### config.mk
export PLATFORM = sky130hd
export DESIGN_NAME = morra_score_monitor
export DESIGN_NICKNAME = d
export VERILOG_FILES = /design/src/rtl/morra_score_monitor.sv
export SDC_FILE = /design/constraint.sdc
export NUM_CORES = 1
export LEC_CHECK = 0
export CORE_MARGIN = 8
export CORE_UTILIZATION = 54
export CTS_BUF_LIST = sky130_fd_sc_hd__clkbuf_8
export CTS_CLUSTER_SIZE = 8
export DETAILED_ROUTE_END_ITERATION = 16
export PLACE_DENSITY = 0.8
export SLEW_MARGIN = 20
export SYNTH_ARGS = -nofsm -noshare
export SYNTH_HDL_FRONTEND = slang
export SYNTH_SLANG_ARGS = --single-unit
### constraint.sdc
create_clock -name clk -period 3.4 [get_ports clk]
set_clock_uncertainty 0.1 [all_clocks]
set_input_delay 0.51 -clock clk [delete_from_list [all_inputs] [get_ports clk]]
set_output_delay 0.51 -clock clk [all_outputs]
set_load 0.05 [all_outputs]
### src/rtl/morra_score_monitor.sv
// Score monitor for the MorraCinese FSMD: tallies rounds, logs them into a
// valid/ready FIFO and cross-checks the declared match winner.
module morra_score_monitor #(
  parameter int DEPTH = 8,
  parameter int CNT_W = 5
) (
  input  logic             clk,
  input  logic             RESET_N,
  input  logic             INIZIO,
  input  logic [1:0]       MANCHE,
  input  logic [1:0]       PARTITA,
  output logic [CNT_W-1:0] VINTE1,
  output logic [CNT_W-1:0] VINTE2,
  output logic [CNT_W-1:0] PAREGGI,
  output logic [CNT_W-1:0] GIOCATE,
  output logic             FINE,
  output logic [1:0]       VINCITORE,
  output logic             LOG_VALID,
  output logic [CNT_W+1:0] LOG_DATA,
  input  logic             LOG_READY,
  output logic             OVERFLOW,
  output logic             ERRORE
);

  localparam int AW = $clog2(DEPTH);
  localparam logic [CNT_W-1:0] CNT_MAX = {CNT_W{1'b1}};

  typedef enum logic [1:0] {
    IDLE   = 2'd0,
    GIOCO  = 2'd1,
    FINE_P = 2'd2
  } state_t;

  state_t           state_q, state_d;
  logic [CNT_W-1:0] v1_q, v1_d, v2_q, v2_d, par_q, par_d, gio_q, gio_d;
  logic             fine_q, fine_d;
  logic [1:0]       vinc_q, vinc_d;
  logic             ovf_q, ovf_d, err_q, err_d;
  logic [AW-1:0]    wr_ptr_q, wr_ptr_d, rd_ptr_q, rd_ptr_d;
  logic [AW:0]      cnt_q, cnt_d;
  logic [CNT_W+1:0] mem_q [DEPTH];
  logic             push_s, pop_s, full_s, wr_en_s;
  logic [CNT_W+1:0] wdata_s;

  function automatic logic [CNT_W-1:0] sat_inc(input logic [CNT_W-1:0] v, input logic en);
    logic [CNT_W-1:0] r;
    if (en && (v != CNT_MAX)) r = v + CNT_W'(1);
    else                      r = v;
    return r;
  endfunction

  function automatic logic winner_mismatch(input logic [1:0] res,
                                           input logic [CNT_W-1:0] a,
                                           input logic [CNT_W-1:0] b);
    logic r;
    case (res)
      2'b01:   r = !(a > b);
      2'b10:   r = !(b > a);
      2'b11:   r = (a != b);
      default: r = 1'b0;
    endcase
    return r;
  endfunction

  // Next-state, tally, error and FIFO-pointer logic.
  always_comb begin
    state_d  = state_q;
    v1_d     = v1_q;
    v2_d     = v2_q;
    par_d    = par_q;
    gio_d    = gio_q;
    fine_d   = 1'b0;
    vinc_d   = vinc_q;
    ovf_d    = ovf_q;
    err_d    = err_q;
    wr_ptr_d = wr_ptr_q;
    rd_ptr_d = rd_ptr_q;
    cnt_d    = cnt_q;
    push_s   = 1'b0;
    wr_en_s  = 1'b0;
    full_s   = (cnt_q == (AW+1)'(DEPTH));
    pop_s    = (cnt_q != '0) && LOG_READY;
    wdata_s  = '0;

    if (INIZIO) begin
      state_d  = GIOCO;
      v1_d     = '0;
      v2_d     = '0;
      par_d    = '0;
      gio_d    = '0;
      vinc_d   = 2'b00;
      ovf_d    = 1'b0;
      err_d    = 1'b0;
      wr_ptr_d = '0;
      rd_ptr_d = '0;
      cnt_d    = '0;
    end else begin
      case (state_q)
        GIOCO: begin
          if (MANCHE != 2'b00) begin
            v1_d   = sat_inc(v1_q,  MANCHE == 2'b01);
            v2_d   = sat_inc(v2_q,  MANCHE == 2'b10);
            par_d  = sat_inc(par_q, MANCHE == 2'b11);
            gio_d  = sat_inc(gio_q, 1'b1);
            push_s = 1'b1;
          end else begin
            push_s = 1'b0;
          end
          // The winner is judged against tallies that already include this round.
          if (PARTITA != 2'b00) begin
            vinc_d  = PARTITA;
            fine_d  = 1'b1;
            state_d = FINE_P;
            if (winner_mismatch(PARTITA, v1_d, v2_d)) err_d = 1'b1;
            else                                      err_d = err_q;
          end else begin
            state_d = GIOCO;
          end
        end
        IDLE, FINE_P: begin
          if ((MANCHE != 2'b00) || (PARTITA != 2'b00)) err_d = 1'b1;
          else                                         err_d = err_q;
        end
        default: state_d = IDLE;
      endcase

      if ((v1_d == CNT_MAX) || (v2_d == CNT_MAX) || (par_d == CNT_MAX) || (gio_d == CNT_MAX))
        err_d = 1'b1;
      else
        ovf_d = ovf_q;

      wdata_s = {gio_d, MANCHE};
      wr_en_s = push_s && (!full_s || pop_s);
      if (push_s && full_s && !pop_s) ovf_d = 1'b1;
      else                            fine_d = fine_d;

      if (wr_en_s) wr_ptr_d = wr_ptr_q + AW'(1);
      else         wr_ptr_d = wr_ptr_q;
      if (pop_s)   rd_ptr_d = rd_ptr_q + AW'(1);
      else         rd_ptr_d = rd_ptr_q;

      case ({wr_en_s, pop_s})
        2'b10:   cnt_d = cnt_q + (AW+1)'(1);
        2'b01:   cnt_d = cnt_q - (AW+1)'(1);
        default: cnt_d = cnt_q;
      endcase
    end
  end

  // State and status registers with synchronous active-low reset.
  always_ff @(posedge clk) begin
    if (!RESET_N) begin
      state_q  <= IDLE;
      v1_q     <= '0;
      v2_q     <= '0;
      par_q    <= '0;
      gio_q    <= '0;
      fine_q   <= 1'b0;
      vinc_q   <= 2'b00;
      ovf_q    <= 1'b0;
      err_q    <= 1'b0;
      wr_ptr_q <= '0;
      rd_ptr_q <= '0;
      cnt_q    <= '0;
    end else begin
      state_q  <= state_d;
      v1_q     <= v1_d;
      v2_q     <= v2_d;
      par_q    <= par_d;
      gio_q    <= gio_d;
      fine_q   <= fine_d;
      vinc_q   <= vinc_d;
      ovf_q    <= ovf_d;
      err_q    <= err_d;
      wr_ptr_q <= wr_ptr_d;
      rd_ptr_q <= rd_ptr_d;
      cnt_q    <= cnt_d;
    end
  end

  // Log storage; contents are only observed through a non-empty head.
  always_ff @(posedge clk) begin
    if (RESET_N && wr_en_s) mem_q[wr_ptr_q] <= wdata_s;
  end

  assign VINTE1    = v1_q;
  assign VINTE2    = v2_q;
  assign PAREGGI   = par_q;
  assign GIOCATE   = gio_q;
  assign FINE      = fine_q;
  assign VINCITORE = vinc_q;
  assign OVERFLOW  = ovf_q;
  assign ERRORE    = err_q;
  assign LOG_VALID = (cnt_q != '0);
  assign LOG_DATA  = LOG_VALID ? mem_q[rd_ptr_q] : '0;

endmodule

=== Word-level counts from Yosys, hierarchy flattened ===
Memories as Yosys holds them, arrays and structs flattened. A register that Yosys moved wholly into a read port is not among the register bits.
Index checks and enable logic that the tools add are counted.

* Input bits: 8
* Register bits after elaboration: 37
* Bits in writable memories: 56
* Memories: 1
* Logic and storage cells: 122

* Eq/ne operators: 24
* Add/subtract/negate cells: 8
* Bitwise operators: 2
* Reductions and logical operators: 28
* $lt $le $gt $ge: 2
* Muxes and demuxes: 44

{| class="wikitable"
|+ Memories
! name !! words !! width !! rd ports !! clocked after memory_dff !! write ports !! RTL line !! RTL
|-
| mem_q || 8 || 7 || 1 || 1 || 1 || 41 || <nowiki>logic [CNT_W+1:0] mem_q [DEPTH];</nowiki>
|}

{| class="wikitable"
|+ Operators with widths
! kind !! count
|-
| 5-bit two-way mux || 20
|-
| 5-bit by 1-bit adder with 5-bit output (second input constant) || 4
|-
| 5-bit == test (second input constant) || 4
|-
| 5-bit != test (second input constant) || 4
|-
| 1-bit two-way mux || 15
|-
| 7-bit two-way mux || 2
|-
| 2-bit == test (second input constant) || 6
|-
| 5-bit greater-than comparator || 2
|-
| 2-bit by 1-bit == test with 1-bit output (second input constant) || 4
|-
| 1-bit logical AND || 8
|-
| 4-bit case mux with 2 select lines || 1
|-
| 3-bit by 1-bit adder with 3-bit output (second input constant) || 2
|-
| 3-bit two-way mux || 2
|-
| 3-bit != test (second input constant) || 2
|-
| 2-bit nonzero test || 3
|-
| 1-bit logical OR || 5
|-
| 5-bit != test || 1
|-
| 4-bit by 1-bit adder with 4-bit output (second input constant) || 1
|-
| 4-bit == test (second input constant) || 1
|-
| 1-bit zero test || 4
|-
| 2-bit case mux with 2 select lines || 1
|-
| 4-bit AND reduction || 1
|-
| 4-bit nonzero test || 1
|-
| 2-bit OR reduction || 2
|-
| other kinds (11) || 12
|}

=== Depth between registers and ports, before layout ===
* Depth in word-level cells: 16
* Mapped depth: 12

=== Worst setup path before layout ===
No wires, ideal clock.

* Path type: register to register
* Start point: register v1_q[0] (netlist: VINTE1[0])
* End point: register err_q (netlist: ERRORE)
* Arrival: 3.278 ns
* Slack: -0.114 ns
* Stages on the path, launching flop included: 13
* Clock period less this slack: 3.514 ns
* Setup time: 0.136 ns
* Path buffers: 0
* Cell sequence: dfxtp_1 -> ha_1 -> and3_1 -> ha_1 -> nor3b_2 -> nand4_1 -> xor2_1 -> ha_1 -> and4_1 -> nor2b_1 -> or3_1 -> o311ai_0 -> a31oi_1

* Cells in the longest elaborated chain, start to end: 14
* Elaborated cells between the ends (all ways): 28
* Those cells by class: add/sub: 1; order compare: 2; eq/ne: 6; mux: 11; reduce/logical: 8

{| class="wikitable"
|+ RTL lines
! element !! RTL line !! RTL
|-
| start: declaration || 35 || <nowiki>logic [CNT_W-1:0] v1_q, v1_d, v2_q, v2_d, par_q, par_d, gio_q, gio_d;</nowiki>
|-
| start signal: assignment || 167 || <nowiki>v1_q <= v1_d;</nowiki>
|-
| branches (longest 14 deep; another with 5-bit by 1-bit adder with 5-bit output) || - ||
|-
| end signal: assignment || 174 || <nowiki>err_q <= err_d;</nowiki>
|-
| end: declaration || 38 || <nowiki>logic ovf_q, ovf_d, err_q, err_d;</nowiki>
|}

Several ways; the timed one is not identified. The select of a mux whose other input is x is not followed.
A chain may end at the register's enable or synchronous reset.

=== Worst setup path after layout ===
Same ends and word-level chain as after synthesis.

==> impl_metrics.toml <==
[yosys]
synth-compound-area-share_pct = 7.12
ys_ff_latch = 96
synth-simple-area-share_pct = 14.4
synth_fp_nets = 392
synth.area.mux_share_pct = 11.7
ys_seq_area_share_pct = 55.2
synthFlopType = "edfxtp_1"
synth_xor_area_share_pct = 4.68
synth_area_um2 = 4500
ys_types = 54
synth-edff-count = 56
ys_warn_count = 0
async_flop_share_pct = 0
syn_inst = 367
yosys.area_share.adder_pct = 4.90
synth_top_family_by_area = "simple AND/OR/NAND/NOR gates"
syn_area_per_cell_um2 = 12.2

[drt]
vias_per_cell = 5.67
dr.pass1.iters = 4
drcViolationCount = 0
via_count = 3060
ant_nets = 0
wl_per_cell_um = 17.3
wl_um = 9370
drtIter0Drc = 165

[placed_design]
dpl.cell_count = 523
port_buffers = 40
gp_congestion = 0.924
dp_hpwl_um = 6990

[cells_and_area]
area_growth_pct = 20.1
fin_nets = 455
drive_gt1_share_pct = 17.0
final_common_cell = "edfxtp_1"
fin_cells = 540
final_cell_mix = "56 x edfxtp_1, 54 x nor2_1, 40 x clkdlybuf4s50_1, 37 x dfxtp_1, 27 x buf_4"
num_antenna_cells = 0
n_fill_cell = 600

[floorplan]
die-area_um2 = 11500
fp.dieH_um = 107
rows = 33
die_w_um = 107
start_util_pct = 55.3
ios = 41
core_region_area_um2 = 8130

[power]
switching_share_pct = 24.9
total_power_mw = 2.21
clock_power_share_pct = 35.2
p_comb_share_pct = 8.7
power_leakage_nw = 1.88
irDropWorstVdd_mv = 0.226
seqPwrFrac_pct = 56.1
powerDensity_nw_per_um2 = 410
internal-power_mw = 1.66
p_switching_mw = 0.550

[worst_setup_path]
cp-start-kind = "register"
worstPathRequired_ns = 3.54
r2r-end = "ERRORE$_SDFFE_PP0P_"
worst-r2r-setup-slack_ns = 0.17
worst_setup_path_end_kind = "register"
rr_worst_depth = 12
crit_type = "register to register"
cp.arrival_ns = 3.37
r2r_start = "VINTE1[0]$_SDFF_PP0_"
crit_path_max_fanout = 8

[timing]
maxSlewHeadroom_pct = 54.0
whs_ns = 0.359
setup_viol = 0
rsz0062_at_grt = "no"
worstMarginPinSlew_ns = 0.689
timing.fmax_mhz = 310
final_min_period_over_clock_period_pct = 95.0
finalCriticalPeriod_ns = 3.23
hold_violations = 0
slew_viol_final = 0

[cts]
cts_buffers = 9
cts-htree-levels = 3
cts_sinks = 96
cts_tree = "built"
path_clk_slew_ns = 0.10
cts_buffer_depth = 2
ctsHoldBuffers = 0
cts_root_buf = "clkbuf_8"
insertion_delay_ns = 0.36

[worst_hold_path]
min_from = "VINCITORE[0]$_SDFFE_PP0P_"
holdPathEnd = "VINCITORE[0]$_SDFFE_PP0P_"
hp-class = "register to register"
hold_depth = 2

[global_routing]
grt_pass1_wl_um = 15600
grt_use_total_pct = 17.2
grt_max_degree = 19
antenna_found_initial = 0
grt_pass1_vias = 3171
grt-ovfl-total = 0

[job]
drv_cap = 0

[outcome]
outcome = "completed"
==> critical path, cell delays in order, from the launching register on <==
cell and delay, ns:
dfxtp_2 0.38, ha_1 0.26, and3_1 0.20, ha_1 0.21
nor3b_4 0.23, buf_4 0.18, mux2i_1 0.24, ha_1 0.29
and4_1 0.22, nor2b_1 0.14, or3_1 0.31, o311ai_1 0.24
a31oi_1 0.10
==> per-stage QoR <==
stage / setup slack (ns) / util, % / setup TNS (ns) / cell area [µm²]
global placement: 0.0918 / 63.7 / 0 / 5180
finish: 0.171 / 66.4 / 0 / 5400
CTS: 0.0950 / 66.3 / 0 / 5390
detailed placement: -0.0315 / 63.7 / -0.0315 / 5180
floorplan: 0.00695 / - / 0 / 4510
global route: 0.0484 / 66.4 / 0 / 5400
==> logic make-up (layout without fill, tap and decap cells) <==
group / Yosys count / in the layout
simple gates: 133 / 133
xor+xnor: 24 / 24
mux: 35 / 35
fa+ha+maj: 17 / 17
compound gates: 40 / 40
flops: 96 / 96
buf+inv: 22 / 90
==> cell usage after synthesis (2+ instances only) <==
cell type	instances	area (µm²)
nand4_1	4	25.0
nor3b_2	2	25.0
nand4b_1	2	17.5
nand3_1	8	40.0
o21ai_0	4	20.0
a21oi_1	11	55.1
dfxtp_1	40	801
buf_2	2	10.0
nor2b_1	8	50.1
nand2b_1	4	25.0
edfxtp_1	56	1680
buf_1	3	11.3
nand2_1	25	93.8
and3_1	5	31.3
mux2i_1	19	190
clkbuf_1	10	37.5
nor3_1	7	35.0
nor2_1	54	203
xor2_1	12	105
or4_1	2	15.0
inv_1	7	26.3
mux2_2	2	22.5
a211oi_1	5	37.5
a31oi_1	2	12.5
or3_1	2	12.5
mux4_2	14	315
ha_1	16	200
nand3b_1	4	30.0
xnor2_1	12	105
==> registers in the layout (all words and copies together), names as in the netlist, named ones only <==
| name | flops |
|---|---|
| VINTE1 | 5 |
| PAREGGI | 5 |
| VINTE2 | 5 |
| OVERFLOW | 1 |
| cnt_q | 4 |
| mem_q | 56 |
| rd_ptr_q | 3 |
| FINE | 1 |
| GIOCATE | 5 |
| state_q | 2 |
| ERRORE | 1 |
| VINCITORE | 2 |
| wr_ptr_q | 3 |
==> power groups by stage <==
stage | sequential, mW | combinational [mW] | clock (mW)
finish | 1.24 | 0.193 | 0.779
global route | 1.24 | 0.209 | 0.836
CTS | 1.24 | 0.193 | 0.794
detailed placement | 1.27 | 0.192 | 0
global placement | 1.27 | 0.186 | 0
floorplan | 1.28 | 0.115 | 0
==> repair_timing <==
| action | 4_1_cts | 5_1_grt |
|---|---|---|
| endpoints found under the setup margin | 0 | 1 |
| gates resized for setup | 0 | 2 |
| setup buffers | 0 | 1 |
==> layer usage <==
| metal | GRT usage, % | share of wire, % |
|---|---|---|
| met1 | 19.8 | 42 |
| met2 | 30.7 | 52 |
| met3 | 4.02 | 4.2 |
| met4 | 5.63 | 1.3 |
| met5 | 0 | 0 |
==> final cells by class <==
cell class	count	area, µm²	area share [%]
Inverter	7	26.3	0.487
Tap cell	105	131	2.43
Clock inverter	7	86.3	1.60
Timing Repair Buffer	67	603	11.2
Clock buffer	9	124	2.29
Sequential cell	96	2490	46.0
Multi-Input combinational cell	249	1940	36.0
==> worst max-delay path by stage <==
stage	cells past startpoint	slack [ns]	from	endpoint
2_1_floorplan	11	0.007	VINTE2[1]$_SDFF_PP0_	ERRORE$_SDFFE_PP0P_
3_3_place_gp	9	0.09	MANCHE[1]	ERRORE$_SDFFE_PP0P_
3_5_place_dp	9	-0.03	MANCHE[1]	ERRORE$_SDFFE_PP0P_
4_1_cts	11	0.09	VINTE2[0]$_SDFF_PP0_	ERRORE$_SDFFE_PP0P_
5_1_grt	12	0.05	VINTE1[0]$_SDFF_PP0_	ERRORE$_SDFFE_PP0P_
6_report	12	0.17	VINTE1[0]$_SDFF_PP0_	ERRORE$_SDFFE_PP0P_
(Power assumes the default switching activity.)
